**src/rtl/regfile_pkg.sv**
```systemverilog
// Shared constants, types and the write-port arbitration helper for the
// multi-port integer register file.
package regfile_pkg;

  localparam int DEF_XLEN  = 32;
  localparam int DEF_NREGS = 32;
  localparam int DEF_AW    = $clog2(DEF_NREGS);

  // Upper bound on write ports understood by the arbitration helper.
  localparam int MAX_WR = 32;

  typedef logic [DEF_AW-1:0]   addr_t;
  typedef logic [DEF_XLEN-1:0] data_t;

  // Returns the highest-index set bit of a write-hit vector, or -1 if none.
  // Higher-index write ports take priority when several target one register.
  function automatic int win_port(input logic [MAX_WR-1:0] hits);
    int w;
    w = -1;
    for (int p = 0; p < MAX_WR; p++) begin
      if (hits[p]) w = p;
    end
    return w;
  endfunction

endpackage

```
**src/rtl/regfile_scoreboard.sv**
```systemverilog
// Busy-bit scoreboard: multi-cycle producers reserve their destination at
// issue; a write releases it, a flush clears everything.
module regfile_scoreboard
  import regfile_pkg::*;
#(
  parameter int NREGS    = DEF_NREGS,
  parameter int NUM_RD   = 2,
  parameter int NUM_WR   = 2,
  parameter int ZERO_REG = 1,
  parameter int AW       = $clog2(NREGS)
) (
  input  logic                         clk,
  input  logic                         rst,
  input  logic [NUM_WR-1:0]            wr_en_i,
  input  logic [NUM_WR-1:0][AW-1:0]    wr_addr_i,
  input  logic                         rsv_en_i,
  input  logic [AW-1:0]                rsv_addr_i,
  input  logic                         flush_i,
  input  logic [NUM_RD-1:0][AW-1:0]    rd_addr_i,
  output logic [NUM_RD-1:0]            busy_o
);

  logic [NREGS-1:0] busy_q;
  logic [NREGS-1:0] busy_d;

  // Next busy state: writes clear, then flush or reserve; a reserve applied
  // after the clear lets it win over a same-cycle write to that register.
  always_comb begin
    busy_d = busy_q;
    for (int p = 0; p < NUM_WR; p++) begin
      if (wr_en_i[p]) busy_d[wr_addr_i[p]] = 1'b0;
    end
    if (flush_i) begin
      busy_d = '0;
    end else if (rsv_en_i) begin
      busy_d[rsv_addr_i] = 1'b1;
    end
    if (ZERO_REG != 0) busy_d[0] = 1'b0;
  end

  // Busy register with asynchronous clear.
  always_ff @(posedge clk or posedge rst) begin
    if (rst) busy_q <= '0;
    else     busy_q <= busy_d;
  end

  genvar gi;
  generate
    for (gi = 0; gi < NUM_RD; gi++) begin : g_lookup
      assign busy_o[gi] = busy_q[rd_addr_i[gi]];
    end
  endgenerate

endmodule

```
**src/rtl/regfile_mp.sv**
```systemverilog
// Parametrised multi-port register file: data array, write arbitration,
// optional write-to-read bypass, and a busy scoreboard for reservations.
module regfile_mp
  import regfile_pkg::*;
#(
  parameter int XLEN     = DEF_XLEN,
  parameter int NREGS    = DEF_NREGS,
  parameter int NUM_RD   = 2,
  parameter int NUM_WR   = 2,
  parameter int ZERO_REG = 1,
  parameter int BYPASS   = 1,
  parameter int AW       = $clog2(NREGS)
) (
  input  logic                          clk,
  input  logic                          rst,
  input  logic [NUM_RD-1:0][AW-1:0]     rd_addr_i,
  output logic [NUM_RD-1:0][XLEN-1:0]   rd_data_o,
  output logic [NUM_RD-1:0]             rd_busy_o,
  input  logic [NUM_WR-1:0]             wr_en_i,
  input  logic [NUM_WR-1:0][AW-1:0]     wr_addr_i,
  input  logic [NUM_WR-1:0][XLEN-1:0]   wr_data_i,
  input  logic                          rsv_en_i,
  input  logic [AW-1:0]                 rsv_addr_i,
  input  logic                          flush_i
);

  logic [XLEN-1:0] regs_q [NREGS];
  logic [XLEN-1:0] regs_d [NREGS];
  logic [NUM_RD-1:0] sb_busy;

  // Next array contents: ports applied in ascending order so the highest
  // index wins a conflict; register 0 is hardwired when ZERO_REG is set.
  always_comb begin
    regs_d = regs_q;
    for (int p = 0; p < NUM_WR; p++) begin
      if (wr_en_i[p] && !(ZERO_REG != 0 && wr_addr_i[p] == '0)) begin
        regs_d[wr_addr_i[p]] = wr_data_i[p];
      end
    end
  end

  // Data array with asynchronous clear.
  always_ff @(posedge clk or posedge rst) begin
    if (rst) begin
      for (int i = 0; i < NREGS; i++) regs_q[i] <= '0;
    end else begin
      regs_q <= regs_d;
    end
  end

  regfile_scoreboard #(
    .NREGS    (NREGS),
    .NUM_RD   (NUM_RD),
    .NUM_WR   (NUM_WR),
    .ZERO_REG (ZERO_REG),
    .AW       (AW)
  ) u_scoreboard (
    .clk        (clk),
    .rst        (rst),
    .wr_en_i    (wr_en_i),
    .wr_addr_i  (wr_addr_i),
    .rsv_en_i   (rsv_en_i),
    .rsv_addr_i (rsv_addr_i),
    .flush_i    (flush_i),
    .rd_addr_i  (rd_addr_i),
    .busy_o     (sb_busy)
  );

  genvar gi;
  generate
    for (gi = 0; gi < NUM_RD; gi++) begin : g_rd
      logic [MAX_WR-1:0] hit_vec;
      int                win;
      logic [XLEN-1:0]   byp_data;
      logic [XLEN-1:0]   data_l;
      logic              busy_l;

      // Read mux: forward the winning same-cycle write (suppressed while in
      // reset so outputs stay zero), otherwise the stored value and busy bit.
      always_comb begin
        hit_vec = '0;
        for (int p = 0; p < NUM_WR; p++) begin
          hit_vec[p] = wr_en_i[p] && (wr_addr_i[p] == rd_addr_i[gi]) &&
                       !(ZERO_REG != 0 && rd_addr_i[gi] == '0);
        end
        win      = win_port(hit_vec);
        byp_data = '0;
        for (int p = 0; p < NUM_WR; p++) begin
          if (p == win) byp_data = wr_data_i[p];
        end
        data_l = regs_q[rd_addr_i[gi]];
        busy_l = sb_busy[gi];
        if (BYPASS != 0 && !rst && win >= 0) begin
          data_l = byp_data;
          busy_l = 1'b0;
        end
      end

      assign rd_data_o[gi] = data_l;
      assign rd_busy_o[gi] = busy_l;
    end
  endgenerate

endmodule

```
**config.mk**
```make
export PLATFORM = sky130hd
export DESIGN_NAME = regfile_mp
export DESIGN_NICKNAME = d
export VERILOG_FILES = /design/src/rtl/regfile_pkg.sv /design/src/rtl/regfile_scoreboard.sv /design/src/rtl/regfile_mp.sv
export SDC_FILE = /design/constraint.sdc
export NUM_CORES = 2
export LEC_CHECK = 0
export ABC_AREA = 0
export CAP_MARGIN = 40
export CORE_MARGIN = 2
export CORE_UTILIZATION = 25
export CTS_CLUSTER_SIZE = 8
export DETAILED_ROUTE_END_ITERATION = 8
export DONT_BUFFER_PORTS = 1
export GPL_TIMING_DRIVEN = 0
export PLACE_DENSITY_LB_ADDON = 0.2
export SYNTH_ARGS = -nofsm -noshare
export SYNTH_HDL_FRONTEND = slang
export SYNTH_HIERARCHICAL = 1
export SYNTH_SLANG_ARGS = --single-unit
```
**constraint.sdc**
```tcl
create_clock -name clk -period 36.3 [get_ports clk]
set_input_delay 3.63 -clock clk [delete_from_list [all_inputs] [get_ports clk]]
set_output_delay 3.63 -clock clk [all_outputs]
set_load 0.05 [all_outputs]
```
==> summary.md <==
| Metric | Value |
|---|---|
| Post-Route WL | `363.1 mm` |
| Rows | `190` |
| Syn avg cell area | `10.16 sq um` |
| Post-CTS repair timing setup buffer count | `0` |
| Main combinational cell family by area after synthesis | `multiplexers` |
| CTS Buf Count | `152` |
| Die height | `522.0 microns` |
| FF+latch count, synth | `1055` |
| Crit start category | `input pin` |
| Die W | `522.0 microns` |
| Global Route Usage Sum | `26.06%` |
| Status | `complete, no violations` |
| Root buffer cell | `clkbuf_16` |
| Pin count of the biggest net entering global routing | `113` |
| Main synth FF type | `dfrtp_1` |
| Fin Hold WS | `0.4799 ns` |
| First-pass GRT wire length | `490.6 mm` |
| Net count of the finished layout | `7037` |
| Post-DRT Antenna Nets | `0` |
| Vias | `59.20k` |
| Hold-fix buffers at CTS | `0` |
| Critical path class | `in2out` |
| Post-Syn Area | `67080 sq um` |
| Total negative slack | `0 ns` |
| Share of layout cells above drive strength 1 | `17.61%` |
| Final HPWL DP | `298.8 mm` |
| Synth Area in Adders | `0%` |
| Post-CTS Resized | `0` |
| DIE AREA | `272500 sq um` |
| Worst-path maximum fanout | `10` |
| Core area | `267400 sq um` |
| Arr. time, crit path | `7.24 ns` |
| Post-Synth XOR/XNOR Area | `0.2612%` |
| Simple-gate share of the synthesized area | `10.52%` |
| Period utilization | `29.93%` |
| Maxcap violations | `0` |
| Post-synthesis compound-gate area fraction | `14.62%` |
| First-iteration detailed-routing DRC count | `7643` |
| VDD IR max | `0.03902 mV` |
| Drt pass-1 iters | `7` |
| Total power | `4.338 mW` |
| Initial antenna violation count | `30` |
| Post-synthesis cell count | `6601` |
| Share of flip-flops with an asynchronous set or reset | `100.0%` |
| Worst Max-Slew Pin Slew | `1.046 ns` |
| Num Clock Sinks | `1055` |
| Synth unique cells | `62` |
| Critical Path RT | `32.67 ns` |
| Worst slew margin relative to its limit | `30.29%` |
| DR DRC count | `0` |
| Vias in the first global route | `57.65k` |
| Yosys top cell by area | `dfrtp_1` |
| Slew Limit Fails | `0` |
| Hold/Removal Path Class | `reg2reg` |
| # IOs | `161` |
| Most frequent cell after synthesis | `dfrtp_1` |
| Worst skew pair latency | `0.81 ns` |
| Post-DP Area | `74030 sq um` |
| Per-cell routed wire length | `34.46 microns` |
| CTS tree | `built` |
| Synth top area cells | `dfrtp_1, mux4_2, mux2i_1` |
| Area growth from synthesis to layout | `16.52%` |
| Ys Warns | `6` |
| Fmax achieved | `92.04 MHz` |
| Avg Vias per Cell | `5.618` |
| Seq/Total Area, Yosys | `39.36%` |
| Post-Layout Inst Area | `78160 sq um` |
| Endpoint type of the worst setup path | `primary output` |
| Most frequent cells after synthesis | `dfrtp_1, mux2i_1, nor2_1` |
| Post-synthesis mux area share | `29.70%` |
| Post-synth EDFFs | `0` |
| Setup violators final | `0` |
| RSZ-0062 raised after global routing | `false` |
| Syn_nets | `6696` |
| Leakage Power | `31.31 nW` |
| Clock buffer depth | `3` |
| Initial Utilization | `25.08%` |
| Period minus WS final | `10.87 ns` |
| Overflow after GRT | `0` |
| GPL Wtd Cong | `1.040` |
| Worst-path clk slew | `0.05 ns` |
| H-tree lvl count | `4` |
| Fin Clk Skew | `0 ns` |
| IO Port Bufs | `0` |
| Synth top area share | `39.36%` |
| Fin. Hold Viols | `0` |
| Pwr per Cell Area | `55.51 nW/um^2` |
[state kept, by name, summed over array words and instances, names as in the netlist]
| name | cells |
|---|---|
| regs_q | 1024 |
| u_scoreboard/busy_q | 31 |
[placed cells by master, fill, tap and decap left out, types with 17 or more instances in the layout]
master and n:
o32ai_2 54, buf_1 57, a22oi_1 128, and3b_1 17
buf_2 133, o21ai_0 403, inv_1 35, nor2_1 776
or2_2 65, a31oi_1 62, o21ai_1 74, clkbuf_1 581
nor2b_1 17, a32oi_1 62, nor3_1 67, buf_6 111
buf_8 48, a21oi_1 711, and3_1 71, clkbuf_16 155
o22ai_1 124, mux2i_1 825, mux4_2 517, nand2_1 583
dfrtp_1 1055, buf_4 87
[path summary, 6_finish.rpt]
path,startpoint,to,slack [ns],depth (start not counted)
setup / recovery,rd_addr_i[5],rd_data_o[34],25.43,9
hold / removal,regs_q[1003]$_DFF_PP0_,regs_q[1003]$_DFF_PP0_,0.48,1
setup reg to reg,regs_q[894]$_DFF_PP0_,regs_q[894]$_DFF_PP0_,35.31,2
hold reg to reg,regs_q[1003]$_DFF_PP0_,regs_q[1003]$_DFF_PP0_,0.48,1
max in group asynchronous,rst,regs_q[313]$_DFF_PP0_,30.80,7
min in group asynchronous,rst,u_scoreboard/busy_q[25]$_DFF_PP0_,2.81,1
[where the power goes]
part,internal (mW),switching (mW),leakage [nW]
clock network,0.762,0.580,2.00
registers,1.47,0.258,13.0
logic,0.549,0.719,16.3
[routing by layer]
layer | up-vias | global-route usage, % | wire (microns)
li1 | 24770 | - | -
met1 | 30560 | 33.57 | 146800
met2 | 3178 | 40.70 | 163600
met3 | 669 | 5.944 | 30740
met4 | 22 | 13.51 | 21760
met5 | - | 0.3335 | 270
[kinds of logic (layout without fill, tap and decap cells)]
kind of cell,Yosys count,after routing
AND/OR/NAND/NOR,1671,1671
AO/OA/AOI/OAI,1647,1647
multiplexers,1344,1344
flip-flops,1055,1055
buffers and inverters,864,1235
XOR/XNOR,20,20
other,0,14
[worst max-delay path, cell delays in order]
cell and delay, ns:
buf_2 0.17, buf_4 0.42, xnor2_1 0.19, nand4_1 0.74
or2_2 0.62, a21oi_4 0.66, buf_6 0.30, o32ai_2 0.23
buf_6 0.26
[stage by stage]
| step | util (%) | instances | worst slack (ns) |
|---|---|---|---|
| final | 29.22 | 10540 | 25.43 |
| after global routing | 29.21 | 10530 | 25.57 |
| after CTS | 29.21 | 10520 | 25.57 |
| after detailed placement | 27.68 | 10340 | 25.58 |
| after global placement | 26.74 | 10150 | -12.27 |
| after floorplan | - | 6601 | 3.306 |
[final cells by class]
| cell class | instances | area (sq um) |
|---|---|---|
| Antenna cell | 14 | 35.03 |
| Clock buffer | 174 | 3980 |
| Tap cell | 3552 | 4444 |
| Buffer | 828 | 3582 |
| Clock inverter | 10 | 113.9 |
| Timing Repair Buffer | 187 | 2362 |
| Fill cell | 28000 | 189300 |
| Inverter | 36 | 142.6 |
| Sequential cell | 1055 | 26400 |
| Multi-Input combinational cell | 4682 | 37100 |
No activity file was read; power rests on OpenSTA's default activity.
